==> src/rtl/rsa_byte_bridge.sv <==
// rsa_byte_bridge: byte-stream loader for an RSA core (n, d, a in; a^d mod n out).
// Optional RSA_BRIDGE_REKEY_EN: reload n and d for every message instead of keeping them.
module rsa_byte_bridge #(
    parameter int OUT_BYTES = 31
) (
    input  logic         i_clk,
    input  logic         i_rst_n,
    input  logic [7:0]   i_rx_data,
    input  logic         i_rx_valid,
    output logic         o_rx_ready,
    output logic [7:0]   o_tx_data,
    output logic         o_tx_valid,
    input  logic         i_tx_ready,
    output logic [255:0] o_core_n,
    output logic [255:0] o_core_d,
    output logic [255:0] o_core_a,
    output logic         o_core_start,
    input  logic [255:0] i_core_result,
    input  logic         i_core_finished,
    output logic         o_busy
);
    typedef enum logic [2:0] {S_GET_N, S_GET_D, S_GET_A, S_WAIT, S_SEND} state_t;

`ifdef RSA_BRIDGE_REKEY_EN
    localparam state_t S_NEXT = S_GET_N;
`else
    localparam state_t S_NEXT = S_GET_A;
`endif

    state_t       state_q, state_d;
    logic [4:0]   cnt_q, cnt_d, tx_cnt_q, tx_cnt_d;
    logic [255:0] n_q, n_d, d_q, d_d, a_q, a_d, res_q, res_d;
    logic         start_q, start_d;
    logic         live_q;
    logic         loading, rx_fire, tx_fire;

    always_comb begin
        loading      = state_q inside {S_GET_N, S_GET_D, S_GET_A};
        o_rx_ready   = live_q && loading;
        rx_fire      = i_rx_valid && o_rx_ready;
        o_tx_valid   = state_q == S_SEND;
        tx_fire      = o_tx_valid && i_tx_ready;
        // result is shifted left per sent byte, so the next byte is always at the top of the window
        o_tx_data    = o_tx_valid ? res_q[OUT_BYTES*8-1 -: 8] : 8'h00;
        o_busy       = state_q inside {S_WAIT, S_SEND};
        o_core_n     = n_q;
        o_core_d     = d_q;
        o_core_a     = a_q;
        o_core_start = start_q;
    end

    always_comb begin
        state_d  = state_q;
        cnt_d    = cnt_q;
        tx_cnt_d = tx_cnt_q;
        n_d      = n_q;
        d_d      = d_q;
        a_d      = a_q;
        res_d    = res_q;
        start_d  = 1'b0;
        if (rx_fire) begin
            cnt_d = cnt_q + 5'd1;
            n_d   = (state_q == S_GET_N) ? {n_q[247:0], i_rx_data} : n_q;
            d_d   = (state_q == S_GET_D) ? {d_q[247:0], i_rx_data} : d_q;
            a_d   = (state_q == S_GET_A) ? {a_q[247:0], i_rx_data} : a_q;
            if (cnt_q == 5'd31) begin
                state_d = (state_q == S_GET_N) ? S_GET_D :
                          (state_q == S_GET_D) ? S_GET_A : S_WAIT;
                start_d = state_q == S_GET_A;
            end
        end
        if (state_q == S_WAIT && i_core_finished) begin
            res_d    = i_core_result;
            tx_cnt_d = 5'd0;
            state_d  = S_SEND;
        end
        if (tx_fire) begin
            res_d    = res_q << 8;
            tx_cnt_d = tx_cnt_q + 5'd1;
            if (tx_cnt_q == 5'(OUT_BYTES - 1)) begin
                tx_cnt_d = 5'd0;
                state_d  = S_NEXT;
            end
        end
    end

    always_ff @(posedge i_clk or negedge i_rst_n) begin
        if (!i_rst_n) begin
            state_q  <= S_GET_N;
            cnt_q    <= 5'd0;
            tx_cnt_q <= 5'd0;
            n_q      <= '0;
            d_q      <= '0;
            a_q      <= '0;
            res_q    <= '0;
            start_q  <= 1'b0;
            live_q   <= 1'b0;
        end else begin
            state_q  <= state_d;
            cnt_q    <= cnt_d;
            tx_cnt_q <= tx_cnt_d;
            n_q      <= n_d;
            d_q      <= d_d;
            a_q      <= a_d;
            res_q    <= res_d;
            start_q  <= start_d;
            live_q   <= 1'b1;
        end
    end
endmodule

==> config.mk <==
export PLATFORM = sky130hd
export DESIGN_NAME = rsa_byte_bridge
export DESIGN_NICKNAME = d
export VERILOG_FILES = /design/src/rtl/rsa_byte_bridge.sv
export SDC_FILE = /design/constraint.sdc
export NUM_CORES = 1
export LEC_CHECK = 0
export ABC_AREA = 1
export BUFFER_PORTS_ARGS = -buffer_cell sky130_fd_sc_hd__buf_2
export CAP_MARGIN = 20
export CORE_AREA = 3 3 404 406
export CTS_BUF_LIST = sky130_fd_sc_hd__clkbuf_4 sky130_fd_sc_hd__clkbuf_8
export DETAILED_ROUTE_END_ITERATION = 8
export DIE_AREA = 0 0 407 409
export GPL_TIMING_DRIVEN = 0
export HOLD_SLACK_MARGIN = 0.05
export PLACE_DENSITY_LB_ADDON = 0.2
export SLEW_MARGIN = 10
export SYNTH_ARGS = -nofsm -noshare
export SYNTH_HDL_FRONTEND = slang
export SYNTH_SLANG_ARGS = --single-unit
==> constraint.sdc <==
create_clock -name i_clk -period 2.7 [get_ports i_clk]
set_input_delay 0.54 -clock i_clk [delete_from_list [all_inputs] [get_ports i_clk]]
set_output_delay 0.54 -clock i_clk [all_outputs]
set_load 0.1 [all_outputs]
==> results of run 1 <==
worst reg2reg max path, stage by stage, from the launching register on:
cell	delay (ns)
dfrtp_2	0.55
nor3_2	0.75
clkbuf_1	0.61
clkbuf_1	0.44
nand3_1	0.17
nand2_1	0.10
cells in the mapped netlist, types with 3 or more instances:
master / instances
xor2_1: 3
dfrtp_1: 1031
nor3_1: 231
o21ai_0: 536
inv_2: 4
buf_4: 15
nand3_1: 256
clkbuf_1: 151
a21oi_1: 8
buf_2: 124
buf_1: 16
nand2_1: 1332
inv_1: 274
nor2_1: 718
ha_1: 4
per-stage QoR:
stage / area (um^2) / utilization / TNS, ns / setup WS [ns]
6_report: 56700 / 0.354 / 0 / 0.0130
5_1_grt: 56700 / 0.354 / -1.74 / -0.142
4_1_cts: 56500 / 0.353 / -0.828 / -0.111
3_5_place_dp: 49400 / 0.308 / -92.32 / -0.541
3_3_place_gp: 49200 / 0.307 / - / -23.15
2_1_floorplan: 41200 / - / 0 / 0.0719
final cells by class:
| type | count | share of cell area |
|---|---|---|
| multi-input combinational | 3101 | 0.232 |
| tap | 2160 | 0.0476 |
| sequential | 1031 | 0.455 |
| antenna | 19 | 0.000838 |
| timing repair buffer | 1314 | 0.147 |
| clock buffer | 309 | 0.0667 |
| buffer | 306 | 0.0241 |
| inverter | 280 | 0.0185 |
| clock inverter | 36 | 0.00893 |
path summary, 6_finish.rpt:
path	end	from
max in group asynchronous	o_core_d[131]$_DFFE_PN0P_	i_rst_n
min in group i_clk	res_q[14]$_DFFE_PN0P_	i_tx_ready
hold / removal	o_core_n[104]$_DFFE_PN0P_	i_rst_n
hold reg to reg	o_core_n[40]$_DFFE_PN0P_	o_core_n[32]$_DFFE_PN0P_
setup reg to reg	o_core_a[217]$_DFFE_PN0P_	state_q[2]$_DFF_PN0_
setup / recovery	o_tx_data[7]	state_q[0]$_DFF_PN0_
registers in the layout, indices dropped and copies added (netlist names):
| signal | count |
|---|---|
| cnt_q | 5 |
| live_q | 1 |
| o_core_a | 256 |
| o_core_d | 256 |
| o_core_n | 256 |
| o_core_start | 1 |
| res_q | 248 |
| state_q | 3 |
| tx_cnt_q | 5 |
cells by family after synthesis:
family                     after synthesis
adders and majority gates                4
and+or+nand+nor                       2544
buffers and inverters                  586
DFF                                   1031
xor gates and xnor gates                 5
AOI/OAI and AO/OA                      546
other                                    1
power by group:
| part | internal, mW | switching, mW | total, mW |
|---|---|---|---|
| sequential | 15.5 | 0.000478 | 15.5 |
| clock | 9.69 | 7.15 | 16.8 |
| combinational | 0.425 | 0.495 | 0.920 |
| total | 25.6 | 7.64 | 33.2 |
cell usage in the layout (no fill, tap or decap), types with 2 or more instances in the layout:
cell	Yosys	layout
buf_1	16	16
nor3_1	231	231
clkinv_1	2	2
inv_8	0	4
xor2_1	3	3
clkbuf_1	151	149
inv_2	4	4
a21oi_1	8	8
diode_2	0	19
clkbuf_8	0	234
ha_1	4	4
nand3_1	256	256
inv_1	274	274
buf_12	0	18
dlygate4sd3_1	0	257
clkbuf_4	0	75
inv_12	0	3
clkinv_2	0	13
nand2_8	0	2
nor2_4	1	9
nor2_1	718	710
nand2_1	1332	1331
clkbuf_2	0	2
clkinv_8	0	4
o21ai_0	536	535
dfrtp_1	1031	1030
xnor2_1	2	2
buf_4	15	22
clkinvlp_4	0	3
buf_2	124	1147
buf_16	0	8
bufinv_16	0	8
metal layers:
metal / up-vias / wire, um
met3: 354 / 12800
met1: 18565 / 70500
met2: 1176 / 83300
met5: - / 57
li1: 17960 / -
met4: 8 / 8560
timing repair:
item,4_1_cts,5_1_grt
pin swaps,1,2
endpoints found under the setup margin,28,23
gates cloned,0,1
buffers inserted,1,3
resized for setup,48,27
endpoints found under the hold margin,579,153
==> run metrics, run 1 <==
r2r setup slk=0.05 ns; CTS tree=done; Worst Path Arrival=2.15 ns; WHS=-0.0576 ns; Crit. path cell count=6; Setup crit end kind=output port; CP cell instances=buf_6, nor2_4, buf_12, nand2_8, nor2_4, buf_12; Max rail drop VDD=458 uV; clock root buffer=clkbuf_8; Synth async-reset ratio=1.00; GR met3 Demand/Resource=0.0631; worst hold path class=in2async; CORE AREA=0.160 mm^2; total number of H-tree levels=4; Hold Buf Count CTS=262; max_slew headroom=0.326; Final Power=33.2 mW; Max Freq=372 MHz; initial antenna violation count=24; global-route wire length before repair=257 mm; Leak=31.6 nW; Final Slew Violations=0; Adder-Cell Fraction of Synth Area=0.00121; Synth Net Count=4990; ys flop type=dfrtp_1; Max Root-Sink Buffers=3; register area share after synthesis=0.626; Register Area=0.0258 mm^2; Synth Instances=4717; critical path required time=2.16 ns; Non-Filler Instances=8556; hpwl dp=133 mm; Vias/cell=4.45; CP Buf/Inv Count=3; fillers=16.8k; Die ar.=0.166 mm^2; Worst path max stage delay=0.37 ns; Num CTS Buffers=190; ANT nets after route=0; Clock Latency Late Sink=0.93 ns; Syn Area/Cell=8.74 um^2; mux cell area share after synthesis=0; vias in the first global route=38.6k; clk_skew=0.0600 ns; status=complete, but fails checks; main combinational cell family by area after synthesis=simple AND/OR/NAND/NOR gates; CTS clk-pin slew, worst paths=0.06 ns; Rows=147; Max Cap Viol=0; # clock sinks=1031; Crit path max-delay family=buffers and inverters; Tot GR Track Use=0.206; Compound-Gate Fraction of Synth Area=0.0663; count of input and output buffers=1040; GR peak layer=met2; Netlist cell types=27; fin crit share=0.995; failing checks=negative hold slack; layout cells sized above 1=0.245; pin count of the biggest net entering global routing=145; Layout area overhead=37.6%; Yosys top cell area share=0.626; Multi-input gate area=0.0131 mm^2; EDFF count, synth=0; GR met2 Demand/Resource=0.337; grt ovf=0; synth top area cells=dfrtp_1 (63%), nand2_1 (12%), nor2_1 (6.5%); Die Ht=409 um; Synth Area in Simple Gates=0.247; Iter 0 DRT Violations=2576; final setup vio count=0; RSZ-0062 raised after global routing=yes; met1 usage=0.248; Hold Vio Cnt, Final=16; Final #Nets=6497; dpl cells=7925; vias=38.1k; Syn. warnings=0; Wirelength per Cell=20.5 um; Power Density=585 mW/mm^2; Tightest Pin Transition=1.01 ns; crit path launch type=flop; IO Count=1049; Slowest-stage cell, CP=dfrtp_1; Final Wtd Congestion=0.892; largest area contributor in the netlist=dfrtp_1; # DRC=0; Synth Register Bits=1031; total routed wirelength=175 mm; cell area after synthesis=0.0412 mm^2; Initial Util=0.257; min Tclk post-route=2.69 ns; path depth of the worst reg2reg path=5; die width=407 um; Post-Synth XOR/XNOR Area=0.00106; CP Max Fanout=5; TritonRoute pass-1 iters=5; Crit Path Class=reg2out
(Power assumes the default switching activity.)
==> run 2: changes to the inputs <==
Settings changed: REMOVE_ABC_BUFFERS set to 1.
==> run 2 against run 1 <==
The run ends with negative setup slack left. Utilization up 0.49 points. Combinational power down 1%. Power down 1.7%. Sequential cell count unchanged. Hold slack better by 0.26 ns. Sequential power about the same. Clock power down 3%. Critical path depth down 1. Fmax down 1.3%. Critical endpoint is now o_tx_data[2]. Largest cell class unchanged.
==> run metrics, run 2 (same netlist as run 1, synthesis figures left out) <==
GR peak layer=met2; critical path required time=2.16 ns; Worst Path Arrival=2.18 ns; WHS=0.203 ns; CTS tree=done; failing checks=negative setup slack; Hold Vio Cnt, Final=0; final setup vio count=1; Crit Path Class=reg2out; min Tclk post-route=2.72 ns; # DRC=0; total number of H-tree levels=4; Clock Latency Late Sink=0.91 ns; IO Count=1049; worst hold path class=in2async; layout cells sized above 1=0.250; CORE AREA=0.160 mm^2; hpwl dp=106 mm; highest-count cells in the layout ignoring fill and taps=nand2_1 (1324), dfrtp_1 (1028), buf_2 (1027); Non-Filler Instances=8356; CP cell instances=nor2_4, buf_12, nand2_8, nor2_4, buf_12; Max Root-Sink Buffers=3; Power Density=568 mW/mm^2; status=complete, but fails checks; total routed wirelength=159 mm; Worst path max stage delay=0.44 ns; CP Max Fanout=5; Slowest-stage cell, CP=dfrtp_2; CTS clk-pin slew, worst paths=0.06 ns; Layout area overhead=39.5%; Iter 0 DRT Violations=2585; Final Power=32.6 mW; die width=407 um; GR met3 Demand/Resource=0.0650; Final Wtd Congestion=0.809; vias=36.2k; Tightest Pin Transition=0.782 ns; Rows=147; TritonRoute pass-1 iters=5; clk_skew=0.0447 ns; Final #Nets=6311; Die ar.=0.166 mm^2; dpl cells=7689; count of input and output buffers=1040; initial antenna violation count=17; Initial Util=0.257; Crit path max-delay family=simple AND/OR/NAND/NOR gates; Max rail drop VDD=456 uV; Leak=31.9 nW; vias in the first global route=35.6k; grt ovf=0; Num CTS Buffers=191; clock root buffer=clkbuf_8; Tot GR Track Use=0.183; fin crit share=1.01; Max Cap Viol=0; Wirelength per Cell=19.1 um; GR met2 Demand/Resource=0.301; RSZ-0062 raised after global routing=yes; met1 usage=0.221; fin worst setup slack=-0.0228 ns; CP Buf/Inv Count=2; pin count of the biggest net entering global routing=142; Vias/cell=4.34; Setup crit end kind=output port; commonest non-fill, non-tap cell in the layout=nand2_1; Final Slew Violations=0; # clock sinks=1031; Die Ht=409 um; global-route wire length before repair=232 mm; crit path launch type=flop; fillers=16.7k; Max Freq=367 MHz; max_slew headroom=0.478; ANT nets after route=0
==> run 2: changes by cell type in the layout (fill, tap and decap cells not counted), moves of 11 or more <==
cell and delta:
buf_8 +19, buf_2 -120, bufbuf_16 +11, buf_16 +26
buf_1 -16, buf_12 +12, clkbuf_1 -149
==> run 2: worst paths after layout <==
check                                startpoint                         to  slack, ns  cells past startpoint
min                                     i_rst_n  o_core_d[240]$_DFFE_PN0P_       0.20                      2
max                        state_q[0]$_DFF_PN0_               o_tx_data[2]      -0.02                      5
min reg2reg                cnt_q[3]$_DFFE_PN0N_       cnt_q[3]$_DFFE_PN0N_       0.46                      1
max in group asynchronous               i_rst_n     res_q[124]$_DFFE_PN0P_       0.40                      5
min in group i_clk              i_core_finished       state_q[2]$_DFF_PN0_       0.21                      4
max reg2reg                state_q[2]$_DFF_PN0_   o_core_a[45]$_DFFE_PN0P_       0.13                     11
==> run 2: where the power goes <==
group	leakage [nW]	switching, mW	internal, mW
Clock	2.18	6.89	9.38
Combinational	15.4	0.493	0.416
Sequential	14.4	0.00183	15.5
==> run 2: routing by layer <==
layer  wire length (um)  vias to the layer above
met1              65700                    17311
li1                   -                    17562
met4               4730                        0
met5                  0                        -
met3              13600                      250
met2              75400                     1123
==> run 2: per-stage QoR <==
| stage | instance area [um^2] | setup TNS, ns | setup WS [ns] | util |
|---|---|---|---|---|
| final | 57500 | -0.0228 | -0.0228 | 0.359 |
| after global routing | 57500 | -0.716 | -0.144 | 0.359 |
| after floorplan | 39900 | -8605.97 | -14.01 | - |
| after global placement | 47800 | - | -31.79 | 0.298 |
| after detailed placement | 49500 | -313.28 | -1.06 | 0.309 |
| after CTS | 57200 | -0.940 | -0.168 | 0.357 |
==> run 2: final cells by class <==
cell class              count  area (um^2)  area share
flip-flops and latches   1031        25800       0.449
inverters                 280         1080      0.0188
clock buffers             314         3870      0.0673
multi-input cells        3108        13300       0.232
diodes                     17         42.5    0.000740
clock inverters            20          251     0.00437
well taps                2160         2700      0.0470
repair buffers           1426        10400       0.181
==> run 2: what timing repair did <==
action,4_1_cts,5_1_grt
gates cloned,17,11
hold buffers,258,0
buffers inserted,20,14
setup endpoints to repair,647,363
resized for setup,78,10
hold endpoints to repair,494,0
pin swaps,10,5
==> run 3: changes to the inputs <==
Settings changed: SETUP_SLACK_MARGIN set to 0.05.
==> run 3 against run 2 <==
The run still ends with negative setup slack left. Worst setup slack better by 0.016 ns. Sequential power is essentially flat. Utilization grew 0.12 points. Sequential share of layout area fell by 0.15 points. Die area unchanged. Fmax up 0.58%. Final area grew 0.33%. Global-route usage rose by 0.21 points. Critical endpoint unchanged. Largest power group unchanged.
==> run metrics, run 3 (same netlist as run 1, synthesis figures left out) <==
r2r setup slk=0.08 ns; TritonRoute pass-1 iters=5; Iter 0 DRT Violations=2647; Multi-input gate area=0.0134 mm^2; commonest non-fill, non-tap cell in the layout=nand2_1; Final Slew Violations=0; Rows=147; WHS=0.207 ns; clk_skew=0.0462 ns; Final Wtd Congestion=0.809; pin count of the biggest net entering global routing=142; critical path required time=2.16 ns; Tightest Pin Transition=0.780 ns; vias in the first global route=35.8k; Int Pwr=25.3 mW; vias=36.3k; fin crit share=1.00; Hold Vio Cnt, Final=0; Tot GR Track Use=0.185; Initial Util=0.257; Setup TNS Final=-0.00722 ns; Vias/cell=4.34; Gate power share=0.028; CORE AREA=0.160 mm^2; Power Density=566 mW/mm^2; Num CTS Buffers=191; Max Root-Sink Buffers=3; fillers=16.7k; final setup vio count=1; hpwl dp=106 mm; sw power=7.38 mW; Layout area overhead=39.9%; min Tclk post-route=2.71 ns; worst hold path class=in2async; CP Max Fanout=5; Die ar.=0.166 mm^2; RSZ-0062 raised after global routing=yes; max_slew headroom=0.480; Die Ht=409 um; Final #Nets=6321; clock root buffer=clkbuf_8; IO Count=1049; status=complete, but fails checks; # DRC=0; Max Cap Viol=0; Clock Latency Late Sink=0.91 ns; count of input and output buffers=1040; Leak=32.0 nW; Register Area=0.0258 mm^2; layout cells sized above 1=0.254; Worst Path Arrival=2.17 ns; Setup crit end kind=output port; ANT nets after route=0; crit path launch type=flop; total number of H-tree levels=4; clock share of power=0.498; CTS clk-pin slew, worst paths=0.06 ns; # clock sinks=1031; global-route wire length before repair=234 mm; Max rail drop VDD=454 uV; highest-count cells in the layout ignoring fill and taps=nand2_1 (1308), dfrtp_1 (1028), buf_2 (1026); CTS tree=done; Max Freq=369 MHz; part of the power in registers=0.474; switching part of the total=0.226; Crit Path Class=reg2out; grt ovf=0; failing checks=negative setup slack; total routed wirelength=160 mm; Wirelength per Cell=19.1 um; initial antenna violation count=13; die width=407 um; fin worst setup slack=-0.00722 ns
-- run 3: cell types whose count changed in the layout (fill, tap and decap cells not counted), sizes merged --
cell / previous run / this run
dlygate4sd3: 258 / 259
clkinv: 10 / 9
clkbuf: 322 / 326
bufbuf: 11 / 8
diode: 17 / 11
buf: 1149 / 1157
inv: 281 / 282
-- run 3: critical path: stages (launching register included) --
cell and delay [ns]:
dfrtp_2 0.43, nor2_4 0.14, buf_12 0.15, nand2_8 0.09, nor2_4 0.25, buf_12 0.22
-- run 3: final cells by class --
| class | instances | area share |
|---|---|---|
| Clock buffer | 314 | 0.0671 |
| Tap cell | 2160 | 0.0468 |
| Inverter | 280 | 0.0186 |
| Timing Repair Buffer | 1436 | 0.184 |
| Sequential cell | 1031 | 0.447 |
| Clock inverter | 20 | 0.00436 |
| Multi-Input combinational cell | 3108 | 0.232 |
| Antenna cell | 11 | 0.000477 |
-- run 3: stage by stage --
stage,setup WS (ns),util,total power [mW],std cells,cell area (um^2)
3_3_place_gp,-31.79,0.298,16.3,7611,47800
3_5_place_dp,-1.06,0.309,16.3,7689,49500
6_report,-0.00722,0.360,32.6,8360,57700
5_1_grt,-0.130,0.360,34.1,8359,57700
4_1_cts,-0.168,0.357,33.3,8329,57300
2_1_floorplan,-14.01,-,15.7,4411,39900
-- run 3: power by group through the flow --
stage | logic (mW) | clock network [mW] | registers [mW]
floorplan | 0.00473 | 0 | 15.7
global placement | 0.549 | 0 | 15.8
detailed placement | 0.591 | 0 | 15.7
CTS | 0.936 | 16.9 | 15.5
global route | 1.01 | 17.6 | 15.5
finish | 0.910 | 16.3 | 15.5
-- run 3: layer usage --
layer	up-vias	global-route usage	share of wire	routed length, um
met1	17390	0.223	0.41	66000
met2	1107	0.306	0.47	75800
met4	0	0.0608	0.030	4790
met3	247	0.0649	0.084	13400
li1	17575	-	-	-
met5	-	0	0	0
-- run 3: path summary, 6_finish.rpt --
kind | startpoint | to | depth (start not counted)
setup / recovery | state_q[0]$_DFF_PN0_ | o_tx_data[2] | 5
hold / removal | i_rst_n | o_core_d[240]$_DFFE_PN0P_ | 2
setup reg to reg | state_q[0]$_DFF_PN0_ | o_core_a[9]$_DFFE_PN0P_ | 11
hold reg to reg | o_core_a[248]$_DFFE_PN0P_ | o_core_a[248]$_DFFE_PN0P_ | 2
max in group asynchronous | i_rst_n | res_q[33]$_DFFE_PN0P_ | 5
min in group i_clk | i_tx_ready | res_q[31]$_DFFE_PN0P_ | 5
-- run 3: what timing repair did --
item | CTS | global route
pin swaps | 10 | 7
endpoints found under the hold margin | 495 | 0
setup buffers | 27 | 10
hold buffers | 259 | 0
endpoints found under the setup margin | 682 | 376
cloned | 21 | 11
gates resized for setup | 76 | 35
